[src/rtl/joypad_poller.sv]
// rtl/joypad_poller.sv - NES joypad poller: latch, 16-bit serial scan, pad detection, periodic repoll
module joypad_poller #(
  parameter int LATCH_CYC = 252,
  parameter int HALF_CYC  = 126,
  parameter int POLL_CYC  = 357954
) (
  input  logic       clk,
  input  logic       reset_n,
  input  logic       enable,
  input  logic       pad_data,
  output logic       pad_latch,
  output logic       pad_clk,
  output logic [7:0] joy,
  output logic       pad_present,
  output logic       valid
);

  localparam int PW    = ($clog2(POLL_CYC + 1) > 19) ? $clog2(POLL_CYC + 1) : 19;
  localparam int PHMAX = (LATCH_CYC > HALF_CYC) ? LATCH_CYC : HALF_CYC;
  localparam int PHW   = $clog2(PHMAX + 1);

  // One-hot so pad_latch, pad_clk and valid come straight off a state flop.
  typedef enum logic [5:0] {
    S_IDLE   = 6'b000001,
    S_LATCH  = 6'b000010,
    S_LOW    = 6'b000100,
    S_HIGH   = 6'b001000,
    S_UPDATE = 6'b010000,
    S_WAIT   = 6'b100000
  } state_t;

  state_t          state, state_next;
  logic            sync1, pad_s;
  logic [PHW-1:0]  ph_cnt;
  logic [PW-1:0]   poll_cnt;
  logic [3:0]      idx;
  logic [15:0]     shift;
  logic            phase_last;
  logic            in_phase;

  always_ff @(posedge clk or negedge reset_n) begin
    if (!reset_n) state <= S_IDLE;
    else          state <= state_next;
  end

  always_comb begin
    in_phase   = (state == S_LATCH) || (state == S_LOW) || (state == S_HIGH);
    phase_last = (state == S_LATCH) ? (ph_cnt == PHW'(LATCH_CYC - 1))
                                    : (ph_cnt == PHW'(HALF_CYC - 1));
  end

  always_comb begin
    state_next = state;
    case (state)
      S_IDLE:   if (enable) state_next = S_LATCH;
      S_LATCH:  if (phase_last) state_next = S_LOW;
      S_LOW:    if (phase_last) state_next = S_HIGH;
      S_HIGH:   if (phase_last) state_next = (idx == 4'd15) ? S_UPDATE : S_LOW;
      S_UPDATE: state_next = S_WAIT;
      S_WAIT:   if (poll_cnt == PW'(POLL_CYC - 1)) state_next = enable ? S_LATCH : S_IDLE;
      default:  state_next = S_IDLE;
    endcase
  end

  always_comb begin
    pad_latch = state[1];
    pad_clk   = state[3];
    valid     = state[4];
  end

  always_ff @(posedge clk or negedge reset_n) begin
    if (!reset_n) begin
      sync1       <= 1'b0;
      pad_s       <= 1'b0;
      ph_cnt      <= '0;
      poll_cnt    <= '0;
      idx         <= '0;
      shift       <= '0;
      joy         <= 8'h00;
      pad_present <= 1'b0;
    end else begin
      sync1 <= pad_data;
      pad_s <= sync1;

      if (in_phase && !phase_last) ph_cnt <= ph_cnt + PHW'(1);
      else                         ph_cnt <= '0;

      // Period is measured from the first latch-high cycle.
      if (state_next == S_LATCH && state != S_LATCH) poll_cnt <= '0;
      else if (state != S_IDLE)                      poll_cnt <= poll_cnt + PW'(1);

      if (state == S_LATCH)                  idx <= '0;
      else if (state == S_HIGH && phase_last) idx <= idx + 4'd1;

      if (state == S_LOW && phase_last) shift[idx] <= ~pad_s;

      // Results land together with the UPDATE cycle so valid and joy align.
      if (state == S_HIGH && phase_last && idx == 4'd15) begin
        pad_present <= &shift[15:8];
        joy         <= (&shift[15:8]) ? shift[7:0] : 8'h00;
      end
    end
  end

endmodule

[config.mk]
export PLATFORM = sky130hd
export DESIGN_NAME = joypad_poller
export DESIGN_NICKNAME = d
export VERILOG_FILES = /design/src/rtl/joypad_poller.sv
export SDC_FILE = /design/constraint.sdc
export NUM_CORES = 1
export LEC_CHECK = 0
export ABC_CLOCK_PERIOD_IN_PS = 2700
export CAP_MARGIN = 25
export CORE_ASPECT_RATIO = 0.75
export CORE_MARGIN = 2
export CORE_UTILIZATION = 60
export CTS_CLUSTER_SIZE = 16
export DETAILED_ROUTE_END_ITERATION = 7
export PLACE_DENSITY = 0.76
export SLEW_MARGIN = 20
export SYNTH_ARGS = -nofsm -noshare
export SYNTH_HDL_FRONTEND = slang
export SYNTH_SLANG_ARGS = --single-unit
[constraint.sdc]
create_clock -name clk -period 2.7 [get_ports clk]
set_input_delay 0.27 -clock clk [delete_from_list [all_inputs] [get_ports clk]]
set_output_delay 0.27 -clock clk [all_outputs]
set_load 0.02 [all_outputs]
Word-level counts from Yosys, hierarchy flattened --
Cells that the tools add are included.
Word-level totals: input port bits 4, logic and storage cells 58, bits in registers 64, output and inout bits 12
Cells by class: reduce and logical (&&, ||, !) cells 12, equality and inequality tests 13, order comparisons 2, mux-type cells 18, $add $sub $neg 3, bitwise logic cells 1
Operators by type and width (count):
- 2-to-1 mux 19 bit | 2
- case mux 6 bit (6 select lines) | 1
- 2-to-1 mux 6 bit | 5
- adder 19 x 1 -> 19 bit, second input constant | 1
- equality test 19 bit, second input constant | 1
- bitwise mux 16 bit | 1
- 2-to-1 mux 8 bit | 2
- equality test 6 x 2 -> 1 bit, second input constant | 2
- adder 8 x 1 -> 8 bit, second input constant | 1
- equality test 8 x 7 -> 1 bit, second input constant | 1
- equality test 8 bit, second input constant | 1
- 2-to-1 mux 4 bit | 2
- AND reduction 8 bit | 1
- equality test 6 x 1 -> 1 bit, second input constant | 1
- equality test 6 x 3 -> 1 bit, second input constant | 1
- equality test 6 x 4 -> 1 bit, second input constant | 1
- equality test 6 x 5 -> 1 bit, second input constant | 1
- equality test 6 bit, second input constant | 1
- logical AND 1 bit | 6
- != test 6 x 1 -> 1 bit, second input constant | 1
- != test 6 x 2 -> 1 bit, second input constant | 1
- less-than comparator 4 x 5 -> 1 bit, second input constant | 1
- 2-to-1 mux 5 bit | 1
- adder 4 x 1 -> 4 bit, second input constant | 1
- 9 further kinds | 12

Logic depth before layout (Yosys ltp) --
Gate-level depths: netlist of run 1.
word-level depth 7, depth in mapped cells 7

Least setup slack after synthesis of run 1 --
No wires, ideal clock.
kind register -> register, start register state[4], end register joy[0], stages on the path, launching flop included 7, path buffers 2, slack 167 ps, clock period less this slack 2533 ps, data arrival time 2408 ps, data required time 2575 ps, cell sequence dfrtp_1 or4_1 buf_2 or4_1 buf_2 a21oi_4 mux2_2
Between the ends: cells in the longest elaborated chain, start to end 4
RTL lines:
- from (decl) | RTL line 32 | state_t state, state_next;
- from (signal assigned) | RTL line 43 | else state <= state_next;
- equality test 6 x 2 -> 1 bit | RTL line 48 | phase_last = (state == S_LATCH) ? (ph_cnt == PHW'(LATCH_CYC - 1))
- 2-to-1 mux 1 bit | RTL line 48
- logical AND 1 bit * (2 in series) | RTL line 98 | if (state == S_HIGH && phase_last && idx == 4'd15) begin
- to (signal assigned) | RTL line 100 | joy <= (&shift[15:8]) ? shift[7:0] : 8'h00;
- to (decl) | RTL line 13 | output logic [7:0] joy,
Every way passes the cells marked *; elsewhere a longest branch is shown, timed or not. A chain may end at the register's enable or synchronous reset.

Final worst setup path of run 1 --
start register state[5], end register joy[3]
The elaborated chain is that of the path after synthesis.

==> results of run 1 <==
layer usage:
layer  up-vias  track usage [%]
met5         -                0
met4         0             8.42
met3         8             8.96
met2        77             37.8
met1      1314             37.0
li1       1290                -
report_power, final:
group | internal [mW] | leakage (nW) | total [mW] | switching, mW
clock | 0.564 | 0.112 | 0.919 | 0.355
sequential | 1.01 | 0.879 | 1.10 | 0.0830
combinational | 0.175 | 0.702 | 0.456 | 0.280
total | 1.75 | 1.69 | 2.47 | 0.718
cell usage in the layout, fill, tap and decap left out, drive strengths merged, types with 4 or more instances in the layout:
cell | netlist | final
dfrtp | 63 | 63
inv | 25 | 25
mux2i | 19 | 19
nand2 | 18 | 18
nor2 | 17 | 17
o211ai | 17 | 17
clkdlybuf4s50 | 0 | 14
o21ai | 13 | 13
clkbuf | 15 | 12
nand3 | 11 | 11
a22oi | 11 | 11
a21oi | 11 | 11
buf | 4 | 11
nor3 | 10 | 10
or4 | 9 | 9
o31ai | 9 | 9
mux2 | 9 | 9
nand4 | 8 | 8
xnor2 | 8 | 8
ha | 7 | 7
or3 | 6 | 6
nor2b | 5 | 5
nor4 | 5 | 5
a211oi | 5 | 5
nand2b | 4 | 4
xor2 | 4 | 4
a211o | 4 | 4
path summary, 6_finish.rpt:
check / to / start
min: pad_s$_DFF_PN0_ / sync1$_DFF_PN0_
max: joy[3]$_DFFE_PN0P_ / state[5]$_DFF_PN0_
max in group asynchronous: shift[12]$_DFFE_PN0P_ / reset_n
min reg2reg: pad_s$_DFF_PN0_ / sync1$_DFF_PN0_
min in group asynchronous: ph_cnt[3]$_DFF_PN0_ / reset_n
max reg2reg: joy[3]$_DFFE_PN0P_ / state[5]$_DFF_PN0_
cells in the mapped netlist, types with 4 or more instances:
master and instances:
nor2b_1 5, a22oi_1 11, ha_1 7, nand4_1 8, inv_1 25, xnor2_1 8, dfrtp_1 63, mux2i_1 19
a21oi_1 10, nand3_1 11, nor3_1 10, mux2_2 9, buf_2 4, or3_1 6, nand2_1 18, a211o_1 4
a211oi_1 5, nor2_1 17, o211ai_1 17, clkbuf_1 15, or4_1 9, nor4_1 5, nand2b_1 4, o21ai_0 12
o31ai_1 9, xor2_1 4
state kept, by name, indices dropped and copies added, names as in the netlist, 4 cells and up:
| register | count |
|---|---|
| poll_cnt | 19 |
| shift | 16 |
| joy | 8 |
| ph_cnt | 8 |
| state | 6 |
| idx | 4 |
cell families after synthesis:
logic type	Yosys count	share of synthesized area, %
xor gates and xnor gates	12	3.10
adders and majority gates	7	2.58
muxes	28	8.59
DFF	64	47.2
AOI/OAI and AO/OA	79	16.3
buffers and inverters	44	5.01
and+or+nand+nor	106	17.2
stage by stage:
stage / hold WS [ns] / instance area [um2] / utilization [%] / instances
CTS: 0.352 / 3890 / 71.9 / 437
detailed placement: 0.339 / 3660 / 67.6 / 421
floorplan: -0.0256 / 3400 / - / 340
finish: 0.351 / 3890 / 71.9 / 437
global placement: 0.331 / 3650 / 67.5 / 420
global route: 0.364 / 3890 / 71.9 / 437
critical path, cell delays in order, from the launching register on:
cell,delay (ns)
dfrtp_1,0.43
or4_1,0.57
or4_1,0.64
a21oi_4,0.37
mux2_2,0.38
area by class of cell:
cell class | instances | area [um2] | area share (%)
clock buffers | 12 | 155 | 3.99
repair buffers | 26 | 243 | 6.24
flip-flops and latches | 64 | 1600 | 41.2
clock inverters | 3 | 65.1 | 1.67
inverters | 25 | 93.8 | 2.41
well taps | 75 | 93.8 | 2.41
multi-input cells | 232 | 1630 | 42.0
timing repair:
item / CTS / global route
resized for setup: 0 / 0
endpoints found under the hold margin: 26 / 0
hold buffers: 1 / 0
==> impl_metrics.yaml, run 1 <==
synthesis:
  syn_area_um2: 3400
  synth_ff_type: "dfrtp_1"
  synth_cell_types: 42
  synth_cells: 340
  synthArstFlopShare_pct: 100
  seq_area_frac_synth_pct: 47.2
  yosys_warnings: 0
  synth_top_area_share_pct: 46.4
  ys_seq_elements: 64
  synth_edf_count: 0
  synthTopCellsByArea: "dfrtp_1, mux2i_1, o211ai_1"
  avgSynthCellArea_um2: 9.99
  synth_top_area_cell: "dfrtp_1"
  syn_nets: 351
worst_hold_path:
  hp-class: "reg -> reg"
  hold_path_depth: 0
flow_run:
  cap_violations: 0
floorplanning:
  coreArea_um2: 5410
  start_util_pct: 62.8
  fp.dieW_um: 90.9
  dieHeight_um: 69.2
  dieArea_um2: 6280
  io_pins: 16
  num_rows: 23
routing:
  dr_wl_met2_um: 3210
  drtIter0Drc: 192
  routed_wl_um: 7330
  highest_layer: "met4"
  wire_per_inst_um: 16.8
  drc: 0
  wl_met3_um: 457
  viasPerCell: 6.15
  dr.pass1.iters: 5
  ant_nets: 0
  vias: 2689
  routedLengthMet1_um: 3580
global_route:
  antenna_found_initial: 0
  grt_pass1_vias: 2699
  overflow: 0
  grt_use_total_pct: 26.1
  grt_max_degree: 38
  grt_pass1_wl_um: 13000
timing:
  slew_headroom_pct: 46.8
  fin_crit_ns: 2.51
  hold_viol: 0
  drv_slew: 0
  max_freq_mhz: 399
  finalSetupTns_ns: 0
  rsz0062_at_grt: "false"
  setup_violations: 0
  post-route-period-util_pct: 92.8
  fin_skew_ns: 0.00576
  setup_ws_ns: 0.194
  tightest_slew_ns: 0.791
clocking:
  postCtsSetupBuffers: 0
  htree_num_levels: 3
  clock_path_buffers: 2
  cts_root_buffer: "clkbuf_8"
  clk_latency_ns: 0.35
  numCtsBuffers: 9
  cts_tree: "built"
  cts.sinks: 64
  clkSlewWorstSetupHoldPaths_ns: 0.07
pwr:
  power_mw: 2.47
  power_density_nw_per_um2: 635
  ir_worst_vdd_mv: 0.335
  p_leak_nw: 1.69
setup_path:
  rr_worst_depth: 4
  worstPathArrival_ns: 2.74
  rrSetupSlack_ns: 0.19
  worstPathMaxFanout: 10
  criticalPathCategory: "reg -> reg"
  startpoint_type: "register"
  crit_required_ns: 2.93
  end_kind: "register"
placed_design:
  gp_congestion: 0.865
  port_buffers: 15
  pre_cts_slack_ns: 0.195
  place.detailed.hpwl_um: 5130
finish:
  fillerInstances: 429
  drive_above_1_share_pct: 11.0
  final_nets: 369
  antennaDiodeCount: 0
  syn_to_final_growth_pct: 14.5
status:
  status: "completed"
Note: power is estimated with default switching activity, not from simulation.
==> run 2, diff against run 1 <==
CORE_MARGIN = 1.5   (was 2)
RECOVER_POWER = 50   (was unset)
==> run 2 against run 1 <==
  * The flow now finishes with violations (capacitance limit, slew limit)
  * Fmax is 1.9% lower
  * Global-route usage decreased by 0.28 points
  * Die area shrank 2.5%
  * Combinational power decreased by 6.4%
  * Power grew 2.4%
  * Clock-buffer cell count shrank 3
  * Wire length fell by 3.2%
  * Sequential power barely moved
  * Clock skew is 0.0029 ns higher
  * Final area about the same
  * Via count decreased by 1.6%
  * Largest cell class unchanged
  * Largest power group unchanged
==> impl_metrics.yaml, run 2 (synthesis gave the netlist of run 1 again) <==
clocking:
  clk_latency_ns: 0.35
  cts.sinks: 64
  clock_path_buffers: 2
  cts_tree: "built"
  cts_root_buffer: "clkbuf_8"
  postCtsHoldBufs: 1
  htree_num_levels: 3
  numCtsBuffers: 9
  postCtsSetupBuffers: 0
  cts_resized: 0
  clkSlewWorstSetupHoldPaths_ns: 0.08
finish:
  drive_above_1_share_pct: 11.0
  final_cell_area_um2: 3890
  antennaDiodeCount: 0
  syn_to_final_growth_pct: 14.6
  reg_top3: "poll_cnt x19, shift x16"
  layout_common_cells: "dfrtp_1, inv_1, mux2i_1, nand2_1"
  mostFrequentLayoutCell: "dfrtp_1"
  largest_reg_flops: 19
  final_nets: 368
  largest-register: "poll_cnt"
  final_cells: 437
  finish.utilization_pct: 71.9
pwr:
  p_leak_nw: 1.70
  power_mw: 2.53
  power_density_nw_per_um2: 651
  ir_worst_vdd_mv: 0.463
timing:
  whs_ns: 0.356
  hold_viol: 0
  setup_ws_ns: 0.144
  slew_headroom_pct: -2.52
  post-route-period-util_pct: 94.7
  fin_crit_ns: 2.56
  rsz0062_at_grt: "false"
  setup_violations: 0
  finalSetupTns_ns: 0
  drv_slew: 29
  fin_skew_ns: 0.00871
  max_freq_mhz: 391
  tightest_slew_ns: 1.54
floorplanning:
  io_pins: 16
  dieHeight_um: 68.2
  dieArea_um2: 6120
  start_util_pct: 62.8
  num_rows: 23
  fp.dieW_um: 89.9
  coreArea_um2: 5410
setup_path:
  criticalPathCategory: "reg -> reg"
  worstPathMaxFanout: 10
  worstPathArrival_ns: 2.79
  end_kind: "register"
  startpoint_type: "register"
  crit_required_ns: 2.93
global_route:
  grt_max_degree: 38
  grt_use_total_pct: 25.8
  overflow: 0
  grt_pass1_wl_um: 12300
  antenna_found_initial: 0
  grt_pass1_vias: 2527
placed_design:
  pre_cts_slack_ns: 0.163
  port_buffers: 15
  place_area_um2: 3650
  place.detailed.hpwl_um: 4810
  gp_congestion: 0.831
  place_inst: 420
worst_hold_path:
  hp-class: "reg -> reg"
routing:
  drc: 0
  dr.pass1.iters: 4
  ant_nets: 0
  routed_wl_um: 7100
  drtIter0Drc: 234
  vias: 2645
  wire_per_inst_um: 16.2
  viasPerCell: 6.05
status:
  violations: "capacitance limit, slew limit"
  status: "finished with violations"
flow_run:
  cap_violations: 1
run 2: changes by cell type in the layout (fill, tap and decap cells not counted), moves of 2 or more:
cell / before / now
dlygate4sd3_1: 1 / 5
clkdlybuf4s50_1: 14 / 10
clkbuf_8: 11 / 9
clkinv_4: 0 / 2
run 2: worst max-delay path: stages, from the launching register on:
cell     delay, ns
dfrtp_1       0.44
or4_1         0.56
or4_1         0.64
a21oi_4       0.41
mux2_2        0.39
run 2: final cells by class:
| class | count | area (um2) |
|---|---|---|
| clock buffers | 9 | 124 |
| clock inverters | 7 | 120 |
| fillers | 430 | 1520 |
| inverters | 25 | 93.8 |
| multi-input cells | 232 | 1630 |
| flip-flops and latches | 64 | 1600 |
| well taps | 75 | 93.8 |
| repair buffers | 25 | 221 |
run 2: worst paths after layout:
path | start | to | depth (start not counted) | slack [ns]
max | state[5]$_DFF_PN0_ | joy[4]$_DFFE_PN0P_ | 4 | 0.14
min | sync1$_DFF_PN0_ | pad_s$_DFF_PN0_ | 0 | 0.36
max reg2reg | state[5]$_DFF_PN0_ | joy[4]$_DFFE_PN0P_ | 4 | 0.14
min reg2reg | sync1$_DFF_PN0_ | pad_s$_DFF_PN0_ | 0 | 0.36
max in group asynchronous | reset_n | shift[1]$_DFFE_PN0P_ | 3 | 0.52
min in group asynchronous | reset_n | ph_cnt[7]$_DFF_PN0_ | 2 | 0.84
run 2: routing by layer:
metal,track usage [%],vias up,routed length (um)
met3,5.00,9,276
met4,8.73,0,80
met2,39.6,48,3050
li1,-,1281,-
met1,37.1,1307,3690
met5,0,-,0
run 2: power by group:
part | internal (mW) | total [mW] | switching [mW] | leakage [nW]
Sequential | 1.01 | 1.10 | 0.0839 | 0.879
Clock | 0.614 | 1.01 | 0.393 | 0.119
Combinational | 0.160 | 0.427 | 0.267 | 0.700
Total | 1.79 | 2.53 | 0.744 | 1.70
